===== src/rtl/hazard_ctrl.sv =====
// Pipeline hazard controller: stall/bubble generation, forwarding selects and MDU busy tracking.
// Optional stall-cycle counter is compiled in with `define HAZARD_STALL_CNT_EN.
module hazard_ctrl #(
    parameter int MULT_CYCLES = 5,
    parameter int DIV_CYCLES  = 10
) (
    input  logic        clk,
    input  logic        reset,
    input  logic [4:0]  D_A1,
    input  logic [4:0]  D_A2,
    input  logic [1:0]  D_Tuse1,
    input  logic [1:0]  D_Tuse2,
    input  logic [4:0]  D_A3,
    input  logic [1:0]  D_Tnew,
    input  logic        D_MDUreq,
    input  logic [1:0]  D_mdu_op,
    input  logic        flush,
    output logic        stall,
    output logic        clr_E,
    output logic [1:0]  fwd_D1,
    output logic [1:0]  fwd_D2,
    output logic [1:0]  fwd_E1,
    output logic [1:0]  fwd_E2,
    output logic        fwd_M2,
    output logic        mdu_busy,
    output logic [31:0] stall_cnt
);

    localparam int MAX_CYCLES = (MULT_CYCLES > DIV_CYCLES) ? MULT_CYCLES : DIV_CYCLES;
    localparam int CNT_W      = $clog2(MAX_CYCLES + 1);

    logic [4:0]       e_a1_q, e_a1_d, e_a2_q, e_a2_d, e_a3_q, e_a3_d;
    logic [1:0]       e_tnew_q, e_tnew_d, e_mdu_op_q, e_mdu_op_d;
    logic [4:0]       m_a2_q, m_a2_d, m_a3_q, m_a3_d;
    logic [1:0]       m_tnew_q, m_tnew_d;
    logic [4:0]       w_a3_q, w_a3_d;
    logic [CNT_W-1:0] mdu_cnt_q, mdu_cnt_d;
    logic             data_stall, mdu_stall;

    function automatic logic [1:0] dec_sat(input logic [1:0] t);
        return (t == 2'd0) ? 2'd0 : t - 2'd1;
    endfunction

    function automatic logic operand_stall(input logic [4:0] a, input logic [1:0] tuse,
                                           input logic [4:0] ea3, input logic [1:0] etnew,
                                           input logic [4:0] ma3, input logic [1:0] mtnew);
        return (a != 5'd0) && (((a == ea3) && (tuse < etnew)) || ((a == ma3) && (tuse < mtnew)));
    endfunction

    // Nearer stage has priority; register 0 is never forwarded.
    function automatic logic [1:0] fwd_sel(input logic [4:0] a,
                                           input logic [4:0] near_a3, input logic near_rdy,
                                           input logic [4:0] far_a3, input logic far_rdy);
        if (a == 5'd0)                      return 2'd0;
        else if (a == near_a3 && near_rdy) return 2'd1;
        else if (a == far_a3 && far_rdy)   return 2'd2;
        else                               return 2'd0;
    endfunction

    always_comb begin
        data_stall = operand_stall(D_A1, D_Tuse1, e_a3_q, e_tnew_q, m_a3_q, m_tnew_q) ||
                     operand_stall(D_A2, D_Tuse2, e_a3_q, e_tnew_q, m_a3_q, m_tnew_q);
        mdu_stall  = D_MDUreq && ((mdu_cnt_q != '0) || (e_mdu_op_q != 2'd0));
        stall      = data_stall || mdu_stall;
        clr_E      = stall;
        mdu_busy   = (mdu_cnt_q != '0);
        fwd_D1     = fwd_sel(D_A1, e_a3_q, e_tnew_q == 2'd0, m_a3_q, m_tnew_q == 2'd0);
        fwd_D2     = fwd_sel(D_A2, e_a3_q, e_tnew_q == 2'd0, m_a3_q, m_tnew_q == 2'd0);
        fwd_E1     = fwd_sel(e_a1_q, m_a3_q, m_tnew_q == 2'd0, w_a3_q, 1'b1);
        fwd_E2     = fwd_sel(e_a2_q, m_a3_q, m_tnew_q == 2'd0, w_a3_q, 1'b1);
        fwd_M2     = (m_a2_q != 5'd0) && (m_a2_q == w_a3_q);
    end

    // A stalled D instruction leaves a bubble in E while M and W keep draining.
    always_comb begin
        e_a1_d     = stall ? 5'd0 : D_A1;
        e_a2_d     = stall ? 5'd0 : D_A2;
        e_a3_d     = stall ? 5'd0 : D_A3;
        e_tnew_d   = stall ? 2'd0 : dec_sat(D_Tnew);
        e_mdu_op_d = stall ? 2'd0 : D_mdu_op;
        m_a2_d     = e_a2_q;
        m_a3_d     = e_a3_q;
        m_tnew_d   = dec_sat(e_tnew_q);
        w_a3_d     = m_a3_q;
        if (flush) begin
            e_a1_d     = 5'd0;
            e_a2_d     = 5'd0;
            e_a3_d     = 5'd0;
            e_tnew_d   = 2'd0;
            e_mdu_op_d = 2'd0;
            m_a2_d     = 5'd0;
            m_a3_d     = 5'd0;
            m_tnew_d   = 2'd0;
            w_a3_d     = 5'd0;
        end
    end

    // The MDU keeps running across a flush, so the countdown ignores it.
    always_comb begin
        mdu_cnt_d = mdu_cnt_q;
        if (e_mdu_op_q == 2'd1)      mdu_cnt_d = CNT_W'(MULT_CYCLES);
        else if (e_mdu_op_q != 2'd0) mdu_cnt_d = CNT_W'(DIV_CYCLES);
        else if (mdu_cnt_q != '0)    mdu_cnt_d = mdu_cnt_q - 1'b1;
    end

    // NOTE: sequential state uses non-blocking assignments so every flop samples pre-edge values.
    always_ff @(posedge clk) begin
        if (reset) begin
            e_a1_q     <= 5'd0;
            e_a2_q     <= 5'd0;
            e_a3_q     <= 5'd0;
            e_tnew_q   <= 2'd0;
            e_mdu_op_q <= 2'd0;
            m_a2_q     <= 5'd0;
            m_a3_q     <= 5'd0;
            m_tnew_q   <= 2'd0;
            w_a3_q     <= 5'd0;
            mdu_cnt_q  <= '0;
        end else begin
            e_a1_q     <= e_a1_d;
            e_a2_q     <= e_a2_d;
            e_a3_q     <= e_a3_d;
            e_tnew_q   <= e_tnew_d;
            e_mdu_op_q <= e_mdu_op_d;
            m_a2_q     <= m_a2_d;
            m_a3_q     <= m_a3_d;
            m_tnew_q   <= m_tnew_d;
            w_a3_q     <= w_a3_d;
            mdu_cnt_q  <= mdu_cnt_d;
        end
    end

`ifdef HAZARD_STALL_CNT_EN
    logic [31:0] stall_cnt_q, stall_cnt_d;

    always_comb begin
        stall_cnt_d = stall ? stall_cnt_q + 32'd1 : stall_cnt_q;
    end

    always_ff @(posedge clk) begin
        if (reset) stall_cnt_q <= 32'd0;
        else       stall_cnt_q <= stall_cnt_d;
    end

    assign stall_cnt = stall_cnt_q;
`else
    assign stall_cnt = 32'd0;
`endif

endmodule

===== config.mk =====
export PLATFORM = sky130hd
export DESIGN_NAME = hazard_ctrl
export DESIGN_NICKNAME = d
export VERILOG_FILES = /design/src/rtl/hazard_ctrl.sv
export SDC_FILE = /design/constraint.sdc
export NUM_CORES = 1
export LEC_CHECK = 0
export BUFFER_PORTS_ARGS = -buffer_cell sky130_fd_sc_hd__buf_2
export CORE_ASPECT_RATIO = 1.75
export CORE_MARGIN = 2
export CORE_UTILIZATION = 30
export CTS_CLUSTER_SIZE = 8
export DETAILED_ROUTE_END_ITERATION = 10
export PLACE_DENSITY_LB_ADDON = 0.12
export SKIP_CTS_REPAIR_TIMING = 1
export SYNTH_ARGS = -nofsm -noshare
export SYNTH_HDL_FRONTEND = slang
export SYNTH_SLANG_ARGS = --single-unit
export TNS_END_PERCENT = 50

===== constraint.sdc =====
create_clock -name clk -period 5.3 [get_ports clk]
set_input_delay 1.06 -clock clk [delete_from_list [all_inputs] [get_ports clk]]
set_output_delay 1.06 -clock clk [all_outputs]
set_load 0.03 [all_outputs]

==> metrics.cfg, run 1 <==
[run_status]
outcome=finished clean

[global_routing]
groute.usage.overall_pct=13.0
global_route.overflow_total=0
number_of_antenna_violations_at_the_first_check_in_global_routing=0
grt_pass1_wl_mm=8.46
grt_max_degree=20
grt_pass1_vias=1694

[worst_setup_path]
critPathMostFrequentCell=buf_2
worstPathArrival_ps=2360
endpoint_kind=output pin
data_required_time_at_the_worst_endpoint_ps=4240
criticalPathCategory=in -> out
ff2ff_path_depth=7
timing.critical_path.cells=buf_2 -> nor4_2 -> a221oi_1 -> nand4_1 -> nand3_2 -> nand3b_1 -> buf_2
cp_slowest_stage_delay_ps=380
crit_slowest_cell=nor4_2
startpoint_type=input pin
path_max_fanout=4

[sta]
setup_viol=0
finalSetupTns_ps=0
skew_ps=5.91
slew_violations=0
worst_pin_slew_ps=1040
min_period_over_period_pct=64.6
max_slew_margin_pct=30.7
final_hold_viol_count=0
finalCriticalPeriod_ps=3420
setup_repair_after_global_routing_missed_its_margin=false
fmax_mhz=292

[synthesis]
synth-seq-cells=40
synth_top_cells_by_count=40 x dfxtp_1, 34 x buf_4, 30 x xor2_1, 24 x inv_1, 17 x nor3_2
synthesis.yosys.warnings=0
synth.avg_cell_area_sq_um=9.30
synth-async-reset-ratio_pct=0
synth_enable_flop_cells=0
synthFlopType=dfxtp_1
yosysTopAreaCellShare_pct=32.6
post_synth_main_area_contributors=dfxtp_1 33%, xor2_1 11%, buf_4 10%
post_synth_instance_area_sq_um=2450
synthDominantAreaCellType=dfxtp_1
synth_cell_type_count=33
yosys.cell_count.top_type=dfxtp_1
synthCells=264
synth-seq-area-share_pct=32.6

[place]
placed_cells_incl_taps=381
global_placer_s_final_weighted_congestion=0.821
port_buffers=38
place_hpwl_mm=4.32
instance_area_at_placement_sq_um=2560

[route]
initial_detailed_routing_violation_count=37
wl_mm=5.40
via_count_of_the_routed_design=1718
maxUsedRoutingLayer=met4
detailedRoute.firstPassIterationCount=4
detailroute.wirelength.met3_microns=240
wl_met2_mm=3.06
wirelength_met1_mm=1.92
drtAntennaViolNets=0
detail_route.vias_per_cell=4.42
drt-wirelength-per-cell_microns=13.9
post-route-drc-count=0

[power]
total_power_w=0.00101
maximum_vdd_drop_v=0.000180
power.density_cell_area_nw_per_um2=371
cellLeakagePower_nw=1.32

[floorplanning]
floorplan.rows=43
coreArea_sq_um=7960
die_h_microns=124
io_pins=71
die_w_microns=72.4
initial_utilization_pct=30.8
die-area_sq_um=8950

[clocking]
tritoncts=done
htreeDepth=2
clock_tree.buffer_depth=2
clock_sink_count=40
clkSlewWorstSetupHoldPaths_ps=60
clkLatencyLatePin_ps=290
cts_made_buffers=5
cts-root-buf=clkbuf_16

[finish]
finalNetCount=332
insertedDiodeCount=0
flow.area_growth_from_synthesis_pct=11.3
post_route_cells_drive_above_1_share_pct=24.1
design_area_sq_um=2730
final-instance-count-excl-fill=389

[worst_hold_path]
holdCritPathClass=reg -> reg
hold-path-cell-count=1

[run]
max_cap_viol_count=0

==> state kept, by name, summed over array words and instances, names as in the netlist <==
| name | cells |
|---|---|
| e_mdu_op_q | 2 |
| m_a3_q | 5 |
| mdu_cnt_q | 4 |
| w_a3_q | 5 |
| m_tnew_q | 2 |
| e_a1_q | 5 |
| e_a2_q | 5 |
| e_a3_q | 5 |
| e_tnew_q | 2 |
| m_a2_q | 5 |
==> layout make-up <==
type | count | area [sq um]
Inverter | 24 | 90.1
Tap cell | 90 | 113
Timing Repair Buffer | 39 | 198
Sequential cell | 40 | 801
Multi-Input combinational cell | 188 | 1360
Clock inverter | 3 | 42.5
Fill cell | 840 | 5230
Clock buffer | 5 | 125
==> through the flow <==
| step | utilization (%) | setup WS [ps] | hold WS (ps) |
|---|---|---|---|
| 6_report | 34.3 | 1880 | 515 |
| 5_1_grt | 34.3 | 1740 | 541 |
| 4_1_cts | 34.3 | 1840 | 514 |
| 3_5_place_dp | 32.2 | 1850 | 505 |
| 3_3_place_gp | 32.2 | 1840 | 499 |
| 2_1_floorplan | - | 1730 | 441 |
==> layer usage <==
layer | GRT usage [%] | vias up
met5 | 0 | -
met4 | 7.29 | 0
met1 | 11.9 | 784
met3 | 3.16 | 9
li1 | - | 873
met2 | 25.2 | 52
==> placed cells by master, fill, tap and decap left out, drive strengths merged, types with 2 or more instances in the layout <==
master,netlist,layout
nor3,25,25
mux2i,2,2
dfxtp,40,40
conb,1,32
and4,4,4
buf,41,39
nand3,6,6
ha,7,7
or4,2,2
a211oi,3,3
clkbuf,2,5
a21oi,5,5
inv,24,24
nor4,11,11
xor2,30,30
and2,15,15
xnor2,15,15
nor2,16,16
a221oi,2,2
nand4,5,5
nand2b,4,4
==> path summary, 6_finish.rpt <==
path | end | start | slack [ps]
setup reg to reg | e_tnew_q[1] | mdu_cnt_q[0] | 3250
hold / removal | m_tnew_q[0] | e_tnew_q[0] | 510
hold reg to reg | m_tnew_q[0] | e_tnew_q[0] | 510
setup / recovery | clr_E | D_A1[4] | 1880
==> kinds of logic after synthesis <==
kind of cell               Yosys count  share of synthesized area (%)
other                                1                          0.153
muxes                                2                          0.816
and+or+nand+nor                     91                           26.7
xor gates and xnor gates            45                           16.1
buffers and inverters               67                           16.6
AOI/OAI and AO/OA                   11                           3.52
DFF                                 40                           32.6
adders and majority gates            7                           3.57
==> where the power goes <==
part	leakage (nW)	switching [W]	total (W)	internal, W
clock network	0.0798	0.000123	0.000344	0.000221
logic	0.911	0.000210	0.000317	0.000106
registers	0.325	0.0000259	0.000352	0.000326
==> worst max-delay path: cells and delay by family <==
| family | cells | cell delay [ps] |
|---|---|---|
| AND/OR/NAND/NOR | 4 | 820 |
| AO/OA/AOI/OAI | 1 | 150 |
| buffers and inverters | 2 | 340 |
No activity file was read; power rests on OpenSTA's default activity.
==> run 2: changes to the inputs <==
==> constraint.sdc (replaced) <==
create_clock -name clk -period 3.37 [get_ports clk]
set_input_delay 0.674 -clock clk [delete_from_list [all_inputs] [get_ports clk]]
set_output_delay 0.674 -clock clk [all_outputs]
set_load 0.03 [all_outputs]
==> run 2 against run 1 <==
  * Total power is 57% higher
  * Clock skew is 0.78 ps higher
  * Register-to-register slack worse by 1900 ps
  * Sequential share of layout area is 0.080 points lower
  * Flip-flop and latch count stayed put
  * Sequential power is 57% higher
  * Clock power is 56% higher
  * Global-route usage is 0.12 points higher
  * First-iteration DRC count is 8.1% lower
==> metrics.cfg, run 2 (synthesis gave the netlist of run 1 again) <==
[clocking]
tritoncts=done  ; unchanged
clkLatencyLatePin_ps=280  ; was 290 ps
clock_tree.buffer_depth=2  ; unchanged
cts-root-buf=clkbuf_16  ; unchanged
clkSlewWorstSetupHoldPaths_ps=60  ; about the same
clock_sink_count=40  ; unchanged
htreeDepth=2  ; unchanged
cts_made_buffers=5  ; unchanged

[place]
port_buffers=38  ; unchanged
global_placer_s_final_weighted_congestion=0.818  ; was 0.821
place_hpwl_mm=4.31  ; was 4.32 mm
dp_slack_ps=668  ; was 1850 ps
instance_area_at_placement_sq_um=2570  ; was 2560 sq um

[finish]
most-common-layout-cells=40 x dfxtp_1, 38 x buf_2, 32 x conb_1, 30 x xor2_1, 24 x inv_1  ; unchanged
flow.area_growth_from_synthesis_pct=11.6  ; was 11.3%
finalCoreUtilization_pct=34.4  ; was 34.3%
mostFrequentLayoutCell=dfxtp_1  ; unchanged
post_route_cells_drive_above_1_share_pct=24.3  ; was 24.1%
design_area_sq_um=2740  ; was 2730 sq um
fillCellCount=850  ; was 840
insertedDiodeCount=0  ; unchanged
finalNetCount=333  ; was 332

[floorplanning]
die_w_microns=72.4  ; unchanged
die_h_microns=124  ; unchanged
initial_utilization_pct=30.8  ; unchanged
coreArea_sq_um=7960  ; unchanged
floorplan.rows=43  ; unchanged
die-area_sq_um=8950  ; unchanged
io_pins=71  ; unchanged

[route]
drt-wirelength-per-cell_microns=13.8  ; was 13.9 microns
wl_mm=5.39  ; was 5.40 mm
drtAntennaViolNets=0  ; unchanged
detailedRoute.firstPassIterationCount=4  ; unchanged
via_count_of_the_routed_design=1713  ; was 1718
post-route-drc-count=0  ; unchanged
initial_detailed_routing_violation_count=34  ; was 37
detail_route.vias_per_cell=4.39  ; was 4.42

[sta]
setup_repair_after_global_routing_missed_its_margin=false  ; unchanged
finalCriticalPeriod_ps=2830
min_period_over_period_pct=84.1
finalSetupTns_ps=0  ; unchanged
skew_ps=6.69  ; was 5.91 ps
fmax_mhz=353
slew_violations=0  ; unchanged
final_hold_viol_count=0  ; unchanged
setup_viol=0  ; unchanged
fin_ws_ps=537  ; was 1880 ps

[worst_setup_path]
ff2ff_path_depth=7  ; unchanged
criticalPathCategory=reg -> out  ; was in -> out
startpoint_type=register  ; was input pin
data_required_time_at_the_worst_endpoint_ps=2700  ; was 4240 ps
timing.critical_path.cells=inv_1 -> ha_1 -> or3b_1 -> o31ai_4 -> nand3_2 -> nand3b_1 -> buf_2  ; was buf_2 -> nor4_2 -> a221oi_1 -> nand4_1 -> nand3_2 -> nand3b_1 -> buf_2
cp_slowest_stage_delay_ps=490  ; was 380 ps
critPathBufInv=2  ; unchanged
critical-path-top-delay-family=simple AND/OR/NAND/NOR gates  ; unchanged
crit_slowest_cell=or3b_1  ; was nor4_2
worst-path-stages=7  ; unchanged
endpoint_kind=output pin  ; unchanged
worstPathArrival_ps=2160  ; was 2360 ps
path_max_fanout=5  ; was 4

[global_routing]
grt_pass1_vias=1754  ; was 1694
grt_max_degree=20  ; unchanged
number_of_antenna_violations_at_the_first_check_in_global_routing=0  ; unchanged
groute.usage.overall_pct=13.1  ; was 13.0%
grt_pass1_wl_mm=8.69  ; was 8.46 mm
global_route.overflow_total=0  ; unchanged

[worst_hold_path]
holdCritPathClass=reg -> reg  ; unchanged
hold-path-cell-count=1  ; unchanged

[power]
maximum_vdd_drop_v=0.000253  ; was 0.000180 V
power.density_cell_area_nw_per_um2=580  ; was 371 nW/um^2
cellLeakagePower_nw=1.32  ; about the same

[run_status]
outcome=finished clean  ; unchanged

[run]
max_cap_viol_count=0  ; unchanged

run 2: cell count changes in the layout (fill, tap and decap cells not counted), sizes merged:
cell	change
buf	+1
run 2: area by class of cell:
cell class / instances / area [sq um] / share of cell area, %
multi-input combinational: 188 / 1360 / 49.8
sequential: 40 / 801 / 29.2
timing repair buffer: 40 / 205 / 7.49
clock buffer: 5 / 125 / 4.57
tap: 90 / 113 / 4.11
inverter: 24 / 90.1 / 3.29
clock inverter: 3 / 42.5 / 1.55
run 2: worst paths after layout:
path | startpoint | endpoint | slack (ps)
min | e_tnew_q[0] | m_tnew_q[0] | 510
min reg2reg | e_tnew_q[0] | m_tnew_q[0] | 510
max | mdu_cnt_q[0] | clr_E | 540
max reg2reg | mdu_cnt_q[0] | e_tnew_q[1] | 1330
run 2: routing by layer:
layer  routed length [microns]  global-route usage, %  vias to the layer above  share of wire (%)
li1                          -                      -                      874                  -
met1                      1890                   12.5                      779                 35
met2                      3130                   25.6                       52                 58
met3                       243                   3.16                        8                4.5
met4                       126                   5.90                        0                2.3
met5                         0                      0                        -                  0
run 2: stage by stage:
stage / power, W / hold WS [ps] / instances
5_1_grt: 0.00169 / 537 / 390
4_1_cts: 0.00162 / 507 / 390
6_report: 0.00159 / 508 / 390
3_5_place_dp: 0.00107 / 498 / 382
2_1_floorplan: 0.00101 / 441 / 295
3_3_place_gp: 0.00107 / 502 / 382
run 2: report_power, final:
part / switching, W / total, W / internal, W
registers: 0.0000411 / 0.000554 / 0.000513
clock network: 0.000189 / 0.000537 / 0.000348
logic: 0.000330 / 0.000498 / 0.000168
total: 0.000560 / 0.00159 / 0.00103
